`config.mk`:
```
export PLATFORM = sky130hd
export DESIGN_NAME = framed_uart_io
export DESIGN_NICKNAME = d
export VERILOG_FILES = /design/src/rtl/uart_frame_pkg.sv /design/src/rtl/UART.sv /design/src/rtl/framed_uart_io.sv
export SDC_FILE = /design/constraint.sdc
export NUM_CORES = 1
export LEC_CHECK = 0
export CORE_AREA = 2 2 116 203
export CTS_CLUSTER_DIAMETER = 50
export DETAILED_ROUTE_END_ITERATION = 10
export DIE_AREA = 0 0 118 205
export PLACE_DENSITY = 0.75
export SLEW_MARGIN = 20
export SYNTH_ARGS = -nofsm -noshare
export SYNTH_HDL_FRONTEND = slang
export SYNTH_SLANG_ARGS = --single-unit
```
`constraint.sdc`:
```
create_clock -name masterClock -period 2.75 [get_ports masterClock]
set_input_delay 0.55 -clock masterClock [delete_from_list [all_inputs] [get_ports masterClock]]
set_output_delay 0.55 -clock masterClock [all_outputs]
set_load 0.05 [all_outputs]
```
`src/rtl/uart_frame_pkg.sv`:
```
// Shared types and helpers for the framed UART host interface.
package uart_frame_pkg;

  typedef enum logic [1:0] {
    RX_HUNT,
    RX_CTRL,
    RX_DATA,
    RX_CSUM
  } rx_state_t;

  typedef enum logic [2:0] {
    TX_IDLE,
    TX_LOAD,
    TX_WAIT_ACT,
    TX_WAIT_DONE,
    TX_DONE
  } tx_state_t;

  localparam logic [7:0] DEFAULT_SYNC_BYTE = 8'hA5;

  // Running frame checksum: XOR of every payload byte.
  function automatic logic [7:0] xor_acc(input logic [7:0] acc, input logic [7:0] data);
    return acc ^ data;
  endfunction

endpackage

```
`src/rtl/UART.sv`:
```
// Byte-level UART engine: 8N1, one bit period = 4*CLOCK_SCALE clock cycles.
// rxData/dataReceived hold the last byte until clearDR; txRequest starts a byte.
module UART #(
  parameter int CLOCK_SCALE = 10
) (
  input  logic       masterClock,
  input  logic       reset,
  input  logic       rx,
  output logic       tx,
  output logic [7:0] rxData,
  output logic       dataReceived,
  input  logic       clearDR,
  input  logic [7:0] txData,
  input  logic       txRequest,
  output logic       txActive
);

  localparam int BIT_CYCLES  = 4 * CLOCK_SCALE;
  localparam int HALF_CYCLES = 2 * CLOCK_SCALE;
  localparam int TW          = $clog2(BIT_CYCLES);

  logic          rx_meta, rx_sync, rx_busy;
  logic [3:0]    rx_bit;
  logic [TW-1:0] rx_timer;
  logic [7:0]    rx_shift;

  logic [3:0]    tx_bit;
  logic [TW-1:0] tx_timer;
  logic [8:0]    tx_shift;

  // Receiver: synchronise rx, find the start bit, then sample each bit mid-period.
  always_ff @(posedge masterClock or negedge reset) begin
    // NOTE: clocked state uses non-blocking assignments so every register sees pre-edge values.
    if (!reset) begin
      rx_meta      <= 1'b1;
      rx_sync      <= 1'b1;
      rx_busy      <= 1'b0;
      rx_bit       <= '0;
      rx_timer     <= '0;
      rx_shift     <= '0;
      rxData       <= '0;
      dataReceived <= 1'b0;
    end else begin
      rx_meta <= rx;
      rx_sync <= rx_meta;
      if (clearDR) dataReceived <= 1'b0;
      if (!rx_busy) begin
        if (!rx_sync) begin
          rx_busy  <= 1'b1;
          rx_timer <= TW'(HALF_CYCLES - 1);
          rx_bit   <= '0;
        end
      end else if (rx_timer != '0) begin
        rx_timer <= rx_timer - TW'(1);
      end else begin
        rx_timer <= TW'(BIT_CYCLES - 1);
        if (rx_bit == 4'd0) begin
          // A start bit that is high again at mid-period was a glitch.
          if (rx_sync) rx_busy <= 1'b0;
          else         rx_bit  <= 4'd1;
        end else if (rx_bit == 4'd9) begin
          rx_busy <= 1'b0;
          if (rx_sync) begin
            rxData       <= rx_shift;
            dataReceived <= 1'b1;
          end
        end else begin
          rx_shift <= {rx_sync, rx_shift[7:1]};
          rx_bit   <= rx_bit + 4'd1;
        end
      end
    end
  end

  // Transmitter: start bit, 8 data bits LSB first, stop bit; txActive spans the whole byte.
  always_ff @(posedge masterClock or negedge reset) begin
    if (!reset) begin
      tx       <= 1'b1;
      txActive <= 1'b0;
      tx_bit   <= '0;
      tx_timer <= '0;
      tx_shift <= '0;
    end else if (!txActive) begin
      if (txRequest) begin
        txActive <= 1'b1;
        tx       <= 1'b0;
        tx_shift <= {1'b1, txData};
        tx_bit   <= '0;
        tx_timer <= TW'(BIT_CYCLES - 1);
      end
    end else if (tx_timer != '0) begin
      tx_timer <= tx_timer - TW'(1);
    end else begin
      tx_timer <= TW'(BIT_CYCLES - 1);
      if (tx_bit == 4'd9) begin
        txActive <= 1'b0;
      end else begin
        tx       <= tx_shift[0];
        tx_shift <= {1'b1, tx_shift[8:1]};
        tx_bit   <= tx_bit + 4'd1;
      end
    end
  end

endmodule

```
`src/rtl/framed_uart_io.sv`:
```
// Framed host<->DUT link over UART: sync byte, payload, XOR checksum,
// inter-byte timeout and a double-buffered receive holding register.
module framed_uart_io
  import uart_frame_pkg::*;
#(
  parameter int         RX_BYTES       = 4,
  parameter int         TX_BYTES       = 4,
  parameter int         CLOCK_SCALE    = 10,
  parameter int         TIMEOUT_CYCLES = 1000000,
  parameter logic [7:0] SYNC_BYTE      = DEFAULT_SYNC_BYTE
) (
  input  logic                  masterClock,
  input  logic                  reset,
  input  logic                  rx,
  output logic                  tx,
  output logic [7:0]            control,
  output logic [RX_BYTES*8-1:0] inputData,
  output logic                  dataReceived,
  input  logic                  clearDR,
  input  logic [7:0]            status,
  input  logic [TX_BYTES*8-1:0] outputData,
  input  logic                  transmit,
  output logic                  transmitting,
  output logic                  frameError,
  output logic                  overrun
);

  localparam int RX_W      = RX_BYTES * 8;
  localparam int TX_W      = TX_BYTES * 8;
  localparam int MAX_BYTES = (RX_BYTES > TX_BYTES) ? RX_BYTES : TX_BYTES;
  localparam int CNT_W     = $clog2(MAX_BYTES + 3);
  localparam int TMO_W     = $clog2(TIMEOUT_CYCLES);
  localparam logic [CNT_W-1:0] TX_LAST = CNT_W'(TX_BYTES + 2);

  logic [7:0] rx_byte, tx_byte;
  logic       uart_dr, uart_clear, dr_q, byte_stb, tx_req, tx_active;

  UART #(.CLOCK_SCALE(CLOCK_SCALE)) u_uart (
    .masterClock  (masterClock),
    .reset        (reset),
    .rx           (rx),
    .tx           (tx),
    .rxData       (rx_byte),
    .dataReceived (uart_dr),
    .clearDR      (uart_clear),
    .txData       (tx_byte),
    .txRequest    (tx_req),
    .txActive     (tx_active)
  );

  // One-cycle strobe per received byte; acknowledge the UART until it drops dataReceived.
  always_ff @(posedge masterClock or negedge reset) begin
    if (!reset) begin
      dr_q       <= 1'b0;
      byte_stb   <= 1'b0;
      uart_clear <= 1'b0;
    end else begin
      dr_q     <= uart_dr;
      byte_stb <= uart_dr & ~dr_q;
      if (byte_stb)     uart_clear <= 1'b1;
      else if (!uart_dr) uart_clear <= 1'b0;
    end
  end

  // ---------------- receive path ----------------
  rx_state_t        rx_state, rx_next;
  logic [CNT_W-1:0] rx_cnt;
  logic [TMO_W-1:0] tmo;
  logic [7:0]       ctrl_stage, rx_csum;
  logic [RX_W-1:0]  data_stage, data_shifted;
  logic             cap_ctrl, shift_data, commit, drop, bad_frame, tmo_hit;

  assign tmo_hit = (tmo == TMO_W'(TIMEOUT_CYCLES - 1));

  // RX state register.
  always_ff @(posedge masterClock or negedge reset) begin
    if (!reset) rx_state <= RX_HUNT;
    else        rx_state <= rx_next;
  end

  // RX next state and per-cycle datapath controls.
  always_comb begin
    // NOTE: every always_comb output gets a default first so no path can infer a latch.
    rx_next    = rx_state;
    cap_ctrl   = 1'b0;
    shift_data = 1'b0;
    commit     = 1'b0;
    drop       = 1'b0;
    bad_frame  = 1'b0;
    case (rx_state)
      RX_HUNT: if (byte_stb && rx_byte == SYNC_BYTE) rx_next = RX_CTRL;
      RX_CTRL: begin
        if (byte_stb) begin
          cap_ctrl = 1'b1;
          rx_next  = RX_DATA;
        end else if (tmo_hit) begin
          bad_frame = 1'b1;
          rx_next   = RX_HUNT;
        end
      end
      RX_DATA: begin
        if (byte_stb) begin
          shift_data = 1'b1;
          if (rx_cnt == CNT_W'(RX_BYTES - 1)) rx_next = RX_CSUM;
        end else if (tmo_hit) begin
          bad_frame = 1'b1;
          rx_next   = RX_HUNT;
        end
      end
      RX_CSUM: begin
        if (byte_stb) begin
          rx_next = RX_HUNT;
          if (rx_byte != rx_csum)             bad_frame = 1'b1;
          else if (!dataReceived || clearDR)  commit    = 1'b1;
          else                                drop      = 1'b1;
        end else if (tmo_hit) begin
          bad_frame = 1'b1;
          rx_next   = RX_HUNT;
        end
      end
      default: rx_next = RX_HUNT;
    endcase
  end

  // Data bytes enter at the LSB so the first one ends up in the MSBs.
  always_comb begin
    data_shifted      = data_stage << 8;
    data_shifted[7:0] = rx_byte;
  end

  // RX staging, checksum, timeout counter and holding register.
  always_ff @(posedge masterClock or negedge reset) begin
    if (!reset) begin
      tmo          <= '0;
      rx_cnt       <= '0;
      ctrl_stage   <= '0;
      rx_csum      <= '0;
      data_stage   <= '0;
      control      <= '0;
      inputData    <= '0;
      dataReceived <= 1'b0;
      frameError   <= 1'b0;
      overrun      <= 1'b0;
    end else begin
      frameError <= bad_frame;
      overrun    <= drop;
      if (rx_next == RX_HUNT || byte_stb) tmo <= '0;
      else                                tmo <= tmo + TMO_W'(1);
      if (cap_ctrl) begin
        ctrl_stage <= rx_byte;
        rx_csum    <= xor_acc(8'h00, rx_byte);
        rx_cnt     <= '0;
      end
      if (shift_data) begin
        data_stage <= data_shifted;
        rx_csum    <= xor_acc(rx_csum, rx_byte);
        rx_cnt     <= rx_cnt + CNT_W'(1);
      end
      if (commit) begin
        control      <= ctrl_stage;
        inputData    <= data_stage;
        dataReceived <= 1'b1;
      end else if (clearDR) begin
        dataReceived <= 1'b0;
      end
    end
  end

  // ---------------- transmit path ----------------
  tx_state_t        tx_state, tx_next;
  logic [CNT_W-1:0] tx_idx;
  logic [7:0]       status_q, tx_csum, tx_csum_in, tx_byte_next;
  logic [TX_W-1:0]  tx_shift;
  logic             latch_tx, load_byte, drop_req, next_byte, finish_tx, tx_is_data;

  // TX state register.
  always_ff @(posedge masterClock or negedge reset) begin
    if (!reset) tx_state <= TX_IDLE;
    else        tx_state <= tx_next;
  end

  // TX next state: one frame per transmit request, handshaking each byte with the UART.
  always_comb begin
    tx_next   = tx_state;
    latch_tx  = 1'b0;
    load_byte = 1'b0;
    drop_req  = 1'b0;
    next_byte = 1'b0;
    finish_tx = 1'b0;
    case (tx_state)
      TX_IDLE: if (transmit) begin
        latch_tx = 1'b1;
        tx_next  = TX_LOAD;
      end
      TX_LOAD: begin
        load_byte = 1'b1;
        tx_next   = TX_WAIT_ACT;
      end
      TX_WAIT_ACT: if (tx_active) begin
        drop_req = 1'b1;
        tx_next  = TX_WAIT_DONE;
      end
      TX_WAIT_DONE: if (!tx_active) begin
        if (tx_idx == TX_LAST) tx_next = TX_DONE;
        else begin
          next_byte = 1'b1;
          tx_next   = TX_LOAD;
        end
      end
      TX_DONE: if (!transmit && !tx_active) begin
        finish_tx = 1'b1;
        tx_next   = TX_IDLE;
      end
      default: tx_next = TX_IDLE;
    endcase
  end

  // Checksum of the frame about to be latched.
  always_comb begin
    tx_csum_in = status;
    for (int i = 0; i < TX_BYTES; i++) tx_csum_in = xor_acc(tx_csum_in, outputData[i*8 +: 8]);
  end

  // Byte to present: sync, status, data MSB first, checksum.
  always_comb begin
    tx_is_data   = (tx_idx > CNT_W'(1)) && (tx_idx < TX_LAST);
    tx_byte_next = tx_shift[TX_W-1 -: 8];
    if (tx_idx == '0)                tx_byte_next = SYNC_BYTE;
    else if (tx_idx == CNT_W'(1))    tx_byte_next = status_q;
    else if (tx_idx == TX_LAST)      tx_byte_next = tx_csum;
  end

  // TX frame latch, byte sequencing and UART request.
  always_ff @(posedge masterClock or negedge reset) begin
    if (!reset) begin
      status_q     <= '0;
      tx_shift     <= '0;
      tx_csum      <= '0;
      tx_idx       <= '0;
      tx_byte      <= '0;
      tx_req       <= 1'b0;
      transmitting <= 1'b0;
    end else begin
      if (latch_tx) begin
        status_q     <= status;
        tx_shift     <= outputData;
        tx_csum      <= tx_csum_in;
        tx_idx       <= '0;
        transmitting <= 1'b1;
      end
      if (load_byte) begin
        tx_req  <= 1'b1;
        tx_byte <= tx_byte_next;
        if (tx_is_data) tx_shift <= tx_shift << 8;
      end
      if (drop_req)  tx_req       <= 1'b0;
      if (next_byte) tx_idx       <= tx_idx + CNT_W'(1);
      if (finish_tx) transmitting <= 1'b0;
    end
  end

endmodule

```
# Yosys cells after proc, flatten, opt, wreduce, memory -nomap -nowiden
# Cells that the tools add are included.
[totals]
in_bits = 45
output_inout_bits = 45
regBits = 234
wordCells = 206
[op_classes]
eq_ne = 26
reduce_logical = 27
add_sub_neg = 7
n_bitwise = 10
order_cmp = 2
muxes = 99
[ops]
columns = ["cell", "count"]
rows = [
  ["2-to-1 mux 32 bit", 3],
  ["2-to-1 mux 1 bit", 52],
  ["2-to-1 mux 4 bit", 10],
  ["2-to-1 mux 8 bit", 5],
  ["bitwise XOR 8 bit", 5],
  ["2-to-1 mux 6 bit", 6],
  ["2-to-1 mux 9 bit", 4],
  ["2-to-1 mux 3 bit", 9],
  ["adder 20 x 1 -> 20 bit, second input constant", 1],
  ["== test 20 bit, second input constant", 1],
  ["2-to-1 mux 20 bit", 1],
  ["inequality test 2 bit, second input constant", 9],
  ["one-hot mux 3 bit (5 select lines)", 1],
  ["2-to-1 mux 2 bit", 6],
  ["AND reduction 4 bit", 3],
  ["nonzero test 2 bit", 6],
  ["nonzero test 6 bit", 2],
  ["subtractor 6 x 1 -> 6 bit, second input constant", 2],
  ["== test 3 x 2 -> 1 bit, second input constant", 3],
  ["adder 4 x 1 -> 4 bit, second input constant", 2],
  ["== test 4 bit, second input constant", 2],
  ["== test 8 bit, second input constant", 1],
  ["inequality test 8 bit", 1],
  ["one-hot mux 2 bit (4 select lines)", 1],
  ["other kinds (21)", 35],
]

# Logic depth before layout (Yosys ltp)
# Gate-level depths: netlist of the first run.
[depth]
ltp_word = 7
ltp_mapped = 8
ltp_nobuf = 6

# Cells and area by module
# Synthesis of the first run repeated with hierarchy kept, for this count alone.
[unflattened]
cells_unflattened = 1010
hier_area_um2 = 10664.0
[modules_own_cells]
columns = ["module", "seq_area_each_um2", "cells_per_inst", "area_each_um2", "instances"]
rows = [
  ["framed_uart_io", 4579.4, 795, 8211.6, 1],
  ["UART", 1280.0, 215, 2452.4, 1],
]

# Least setup slack after synthesis of the first run
# OpenSTA, ideal clock, no wires.
[synth_timing]
kind = "input-to-reg"
startpoint = "input transmit"
endpoint = "register tx_shift[16]"
t_arrival_ns = 1.849
slack_ns = 0.774
path_buffers = 1
stages = 5
t_required_ns = 2.622
setup_ns = 0.128
cell_sequence = "or3b_1 -> nor2_2 -> buf_4 -> mux2_2 -> mux2_1"
[synth_via]
elab_chain_cells = 5
[synth_rtl]
columns = ["element", "line", "text"]
rows = [
  ["start: declaration", "framed_uart_io.sv:22", "input logic transmit,"],
  ["2-to-1 mux 1 bit (*)", "framed_uart_io.sv:191", "TX_IDLE: if (transmit) begin"],
  ["2-to-1 mux 1 bit (*)", "framed_uart_io.sv:190", "case (tx_state)"],
  ["2-to-1 mux 32 bit (*)", "framed_uart_io.sv:244", "if (latch_tx) begin"],
  ["2-to-1 mux 32 bit", "framed_uart_io.sv:254", "if (tx_is_data) tx_shift <= tx_shift << 8;"],
  ["2-to-1 mux 32 bit (*)", "framed_uart_io.sv:251", "if (load_byte) begin"],
  ["end signal: assignment", "framed_uart_io.sv:246", "tx_shift <= outputData;"],
  ["end signal: assignment", "framed_uart_io.sv:254", ""],
  ["end: declaration", "framed_uart_io.sv:173", "logic [TX_W-1:0] tx_shift;"],
]
# Every way passes the cells marked *; elsewhere a longest branch is shown, timed or not.
# A chain may end at the register's enable or synchronous reset.

# Final worst setup path of the first run
[layout_timing]
startpoint = "register u_uart.tx"
endpoint = "output tx"
[layout_lines]
columns = ["element", "line", "text"]
rows = [
  ["start: declaration", "UART.sv:9", "output logic tx,"],
  ["start signal: assignment", "UART.sv:98", "tx <= tx_shift[0];"],
  ["end: declaration", "framed_uart_io.sv:15", "output logic tx,"],
]
# No word-level cell between the ends.

==> flow_summary.ini, run 1 <==
[timing]
hold_viol = 0
finalSetupViolCount = 0
rsz0062_at_grt = false
fmax_ghz = 0.424
fin_ws_ns = 0.392
worstMarginPinSlew_ns = 0.729
skew_ns = 0.0119
min_period_ns = 2.36
slew_violations = 0
period_share = 0.858
finalSetupTns_ns = 0
slew_headroom = 0.514

[synthesis]
synthesis.nets = 995
ys_top_cells_by_count = dfrtp_1 (231), mux2_2 (111), nand2_1 (90), a21oi_1 (58), o21ai_0 (44)
synthesis.area_um2 = 11100
yosysMostFrequentCell = dfrtp_1
yosys_warnings = 0
synth.area.top_cells = dfrtp_1 (52%), mux2_2 (11%), mux2_4 (5.4%), nand2_1 (3.0%), a21oi_1 (2.6%)
synth_flop_cell = dfrtp_1
synth-seq-area-share = 0.527
yosys.area.top_type = dfrtp_1
synth.top_cell.area_share = 0.520
syn-mean-instance-area_um2 = 12.0
synth_cell_types = 70
ys_seq_elements = 234
syn-instance-count = 930
synthArstFlopShare = 1.00
synth_edf_count = 0

[power]
seq_power_share = 0.481
switching_share = 0.266
leakage_nw = 6.07
power_mw = 9.22
p_sw_mw = 2.45
p_per_area_nw_per_um2 = 704
comb_power_share = 0.174
irDropWorstVdd_mv = 0.461
p_int_mw = 6.76
power_frac_clock = 0.344

[global_routing]
grt.total_usage = 0.190
grt.overflow.total = 0
grt_max_degree = 72
antenna_found_initial = 1
grt_pass1_vias = 7468
grt_pass1_wl_mm = 37.8

[critical_path]
crit_path_start_kind = register
required_ns = 2.20
slowest_stage = clkdlybuf4s50_1
r2r-start = tx_state[1]
cp_cell_sequence = clkdlybuf4s50_1
endpoint_kind = output port
cpPeakStageDelay_ns = 0.79
path_class = register to output port
r2r_slack_ns = 0.65
worst_r2r_endpoint = tx_shift[16]
path_max_fanout = 2
rr_worst_depth = 5
critical_path.top_delay_family = buffers and inverters
critPathBufInv = 1
arrival_ns = 1.81

[clock_network]
numCtsBuffers = 22
htree_levels = 1
clock-root-buffer = clkbuf_16
post_cts_buffers = 0
clk_latency_ns = 0.50
clk_path_buf_depth = 3
holdBufCountCts = 0
cts_tree = yes
clock-sinks = 234
cts_resized = 0
clk_pin_slew_ns = 0.07

[drt]
drc = 0
dr.pass1.iters = 4
wl_per_cell_um = 17.0
dr_total_vias = 7225
vias_per_cell = 5.45
drt_iter0_drc = 420
ant_nets = 0
wl_mm = 22.5

[cells_and_area]
nets = 1074
multi_input_comb_area_um2 = 4940
drive_above_1_share = 0.220
regArea_um2 = 5860
area_delta_synth_final_pct = 17.7
final.fill_count = 1850

[worst_hold_path]
holdCritPathClass = primary input to asynchronous set/reset pin

[floorplan]
fp.dieW_um = 118
fp-row-count = 73
fp.dieH_um = 205
die_area_um2 = 24200
start_util = 0.493
ios = 90
core_area_um2 = 22600

[placed_design]
dp_slack_ns = 0.110
place_congestion = 0.819
dpl.hpwl_mm = 15.7
port_buffers = 89

[job]
maxCapViolations = 0

[outcome]
status = finished clean
## flip-flops by register name (all words and copies together) (netlist names), 9 cells and up
| name | flops |
|---|---|
| u_uart.tx_shift | 9 |
| data_stage | 32 |
| tmo | 20 |
| tx_shift | 32 |
| inputData | 32 |
## cell type report
cell class | instances | share of cell area
sequential | 234 | 0.448
antenna | 1 | 0.000191
timing repair buffer | 105 | 0.0814
multi-input combinational | 625 | 0.377
tap | 300 | 0.0287
inverter | 21 | 0.00602
clock inverter | 9 | 0.00812
clock buffer | 31 | 0.0507
## per-layer routing
metal | track usage | vias up | share of wire
li1 | - | 3467 | -
met2 | 0.339 | 118 | 0.53
met3 | 0.0245 | 38 | 0.030
met1 | 0.235 | 3602 | 0.42
met5 | 0 | - | 0
met4 | 0.0701 | 0 | 0.028
## worst max path at each step
stage / start / to / slack [ns] / cells past startpoint
after floorplan: transmit / tx_shift[16] / 0.77 / 5
after global routing: u_uart.tx / tx / 0.35 / 1
after CTS: u_uart.tx / tx / 0.36 / 1
after detailed placement: transmit / tx_shift[16] / 0.11 / 6
after global placement: transmit / tx_shift[16] / 0.13 / 6
final: u_uart.tx / tx / 0.39 / 1
## power groups by stage
| stage | logic, mW | clock network [mW] | registers (mW) |
|---|---|---|---|
| 2_1_floorplan | 1.25 | 0 | 4.36 |
| 3_3_place_gp | 1.56 | 0 | 4.46 |
| 3_5_place_dp | 1.63 | 0 | 4.50 |
| 4_1_cts | 1.64 | 3.26 | 4.44 |
| 5_1_grt | 1.85 | 3.39 | 4.52 |
| 6_report | 1.61 | 3.17 | 4.44 |
## cell usage in the layout (no fill, tap or decap), types with 22 or more instances in the layout
master and n:
nand3_1 24, o21ai_0 44, mux2_2 111, nand2_1 90, dfrtp_1 231, mux2_4 40
clkdlybuf4s50_1 88, a21oi_1 58, xnor2_1 28, xor2_1 25, clkbuf_16 22
## cell families (layout without fill, tap and decap cells)
group                      Yosys count  after routing  synth area share
DFF                                234            234             0.527
and+or+nand+nor                    214            214             0.103
muxes                              172            172             0.185
AOI/OAI and AO/OA                  166            166            0.0911
buffers and inverters               71            166            0.0293
xor gates and xnor gates            53             53            0.0417
adders and majority gates           20             20            0.0225
other                                0              1                 0
## stage by stage
stage / area (um^2) / hold WS [ns] / cells / util
floorplan: 11100 / 0.254 / 930 / -
CTS: 13100 / 0.0275 / 1325 / 0.580
finish: 13100 / 0.00152 / 1326 / 0.580
global placement: 12300 / 0.345 / 1285 / 0.546
global route: 13100 / 0.0486 / 1326 / 0.580
detailed placement: 12300 / 0.348 / 1285 / 0.546
Note: power is estimated with default switching activity, not from simulation.
==> run 2: changes to the inputs <==
--- a/config.mk
+++ b/config.mk
@@ -5,11 +5,11 @@
 export SDC_FILE = /design/constraint.sdc
 export NUM_CORES = 1
 export LEC_CHECK = 0
-export CORE_AREA = 2 2 116 203
+export CORE_AREA = 2 2 163 284
 export CTS_CLUSTER_DIAMETER = 50
 export DETAILED_ROUTE_END_ITERATION = 10
-export DIE_AREA = 0 0 118 205
-export PLACE_DENSITY = 0.75
+export DIE_AREA = 0 0 165 286
+export PLACE_DENSITY = 0.47
 export SLEW_MARGIN = 20
 export SYNTH_ARGS = -nofsm -noshare
 export SYNTH_HDL_FRONTEND = slang
==> flow_summary.ini, run 2 (synthesized netlist as in run 1, its figures left out) <==
[outcome]
status = finished clean

[drt]
dr.pass1.iters = 4
ant_nets = 0
dr_total_vias = 7193
wl_mm = 25.3
drc = 0
wl_per_cell_um = 15.6
vias_per_cell = 4.45
drt_iter0_drc = 354

[timing]
skew_ns = 0.0119
hold_viol = 0
fmax_ghz = 0.413
period_share = 0.881
slew_violations = 0
rsz0062_at_grt = false
slew_headroom = 0.571
finalSetupViolCount = 0
fin_ws_ns = 0.326
min_period_ns = 2.42
finalSetupTns_ns = 0
worstMarginPinSlew_ns = 0.642

[placed_design]
dp_slack_ns = 0.0994
placed_area_um2 = 12700
port_buffers = 89
dp.cells = 1569
dpl.hpwl_mm = 17.5
place_congestion = 0.741

[global_routing]
grt_pass1_wl_mm = 41.0
antenna_found_initial = 2
grt_max_degree = 70
grt.overflow.total = 0
grt_pass1_vias = 7410
grt.total_usage = 0.108

[power]
leakage_nw = 6.16
irDropWorstVdd_mv = 0.418
power_mw = 9.67
p_per_area_nw_per_um2 = 709

[floorplan]
fp.dieH_um = 286
fp.dieW_um = 165
fp-row-count = 103
core_area_um2 = 45000
ios = 90
die_area_um2 = 47200
start_util = 0.247

[clock_network]
clk_path_buf_depth = 3
clock-root-buffer = clkbuf_16
clock-sinks = 234
clk_latency_ns = 0.55
clk_pin_slew_ns = 0.06
post_cts_buffers = 0
htree_levels = 1
cts_tree = yes
numCtsBuffers = 26

[worst_hold_path]
holdPathStages = 0
whs_endpoint = u_uart.rx_sync
worstHoldStart = u_uart.rx_meta
holdCritPathClass = register to register

[cells_and_area]
regArea_um2 = 5860
n_antenna_cell = 0
nets = 1086
final_common_cell = dfrtp_1
drive_above_1_share = 0.228
layout_common_cells = dfrtp_1 (231), mux2_2 (111), nand2_1 (90)
area_delta_synth_final_pct = 22.6
reg.largest.list = data_stage x32, inputData x32, tx_shift x32
stdcell_area_um2 = 13600
stdcell_count = 1616
final.fill_count = 4497
multi_input_comb_area_um2 = 4940

[critical_path]
rr_worst_depth = 6
worst_r2r_endpoint = inputData[1]
critPathBufInv = 1
required_ns = 2.20
arrival_ns = 1.87
path_class = register to output port
r2r-start = rx_state[0]
cp_cell_sequence = clkdlybuf4s50_1
critical_path.top_delay_family = buffers and inverters
r2r_slack_ns = 0.63
endpoint_kind = output port
slowest_stage = clkdlybuf4s50_1
cpPeakStageDelay_ns = 0.82
crit_path_start_kind = register
path_max_fanout = 2

[job]
maxCapViolations = 0
run 2: cell count changes in the layout (fill, tap and decap cells not counted), sizes merged, moves of 2 or more:
cell and change:
buf +7, clkbuf +2, clkinv -2, clkinvlp +3
inv +2
run 2: repair_timing:
item | CTS | global route
hold buffers | 1 | 0
setup endpoints to repair | 0 | 0
hold endpoints to repair | 49 | 0
resized for setup | 0 | 0
run 2: per-layer routing:
layer  wire length [um]  global-route usage  part of all wire
met5                 29                   0            0.0011
met4                576              0.0352             0.023
met3                894              0.0191             0.035
met2              13000               0.192              0.52
met1              10700               0.132              0.43
run 2: metrics by stage:
step,util,hold WS [ns]
after floorplan,-,0.254
after global placement,0.283,0.349
after detailed placement,0.283,0.350
after CTS,0.303,0.358
after global routing,0.303,0.362
final,0.303,0.356
run 2: power breakdown:
| part | total (mW) | internal [mW] | switching, mW |
|---|---|---|---|
| sequential | 4.43 | 4.00 | 0.422 |
| combinational | 1.61 | 0.888 | 0.724 |
| clock | 3.63 | 2.16 | 1.47 |
| total | 9.67 | 7.05 | 2.62 |
run 2: how the worst max path moves through the flow:
stage	from	endpoint	slack, ns	cells after the start
2_1_floorplan	transmit	tx_shift[16]	0.77	5
6_report	u_uart.tx	tx	0.33	1
3_5_place_dp	transmit	tx_shift[16]	0.1	6
4_1_cts	u_uart.tx	tx	0.29	1
5_1_grt	u_uart.tx	tx	0.28	1
3_3_place_gp	transmit	tx_shift[16]	0.10	6
run 2: cell type report:
| class | count | area share |
|---|---|---|
| Multi-Input combinational cell | 625 | 0.362 |
| Tap cell | 577 | 0.0530 |
| Timing Repair Buffer | 113 | 0.0837 |
| Clock buffer | 33 | 0.0533 |
| Sequential cell | 234 | 0.430 |
| Inverter | 21 | 0.00578 |
| Clock inverter | 13 | 0.0122 |
run 2: worst register-to-register path, stage by stage (launching register included):
cell and delay, ns:
dfrtp_1 0.44, ha_1 0.29, nand2_1 0.18, nor2b_1 0.35, nand4_4 0.14, buf_12 0.23
mux2_4 0.38
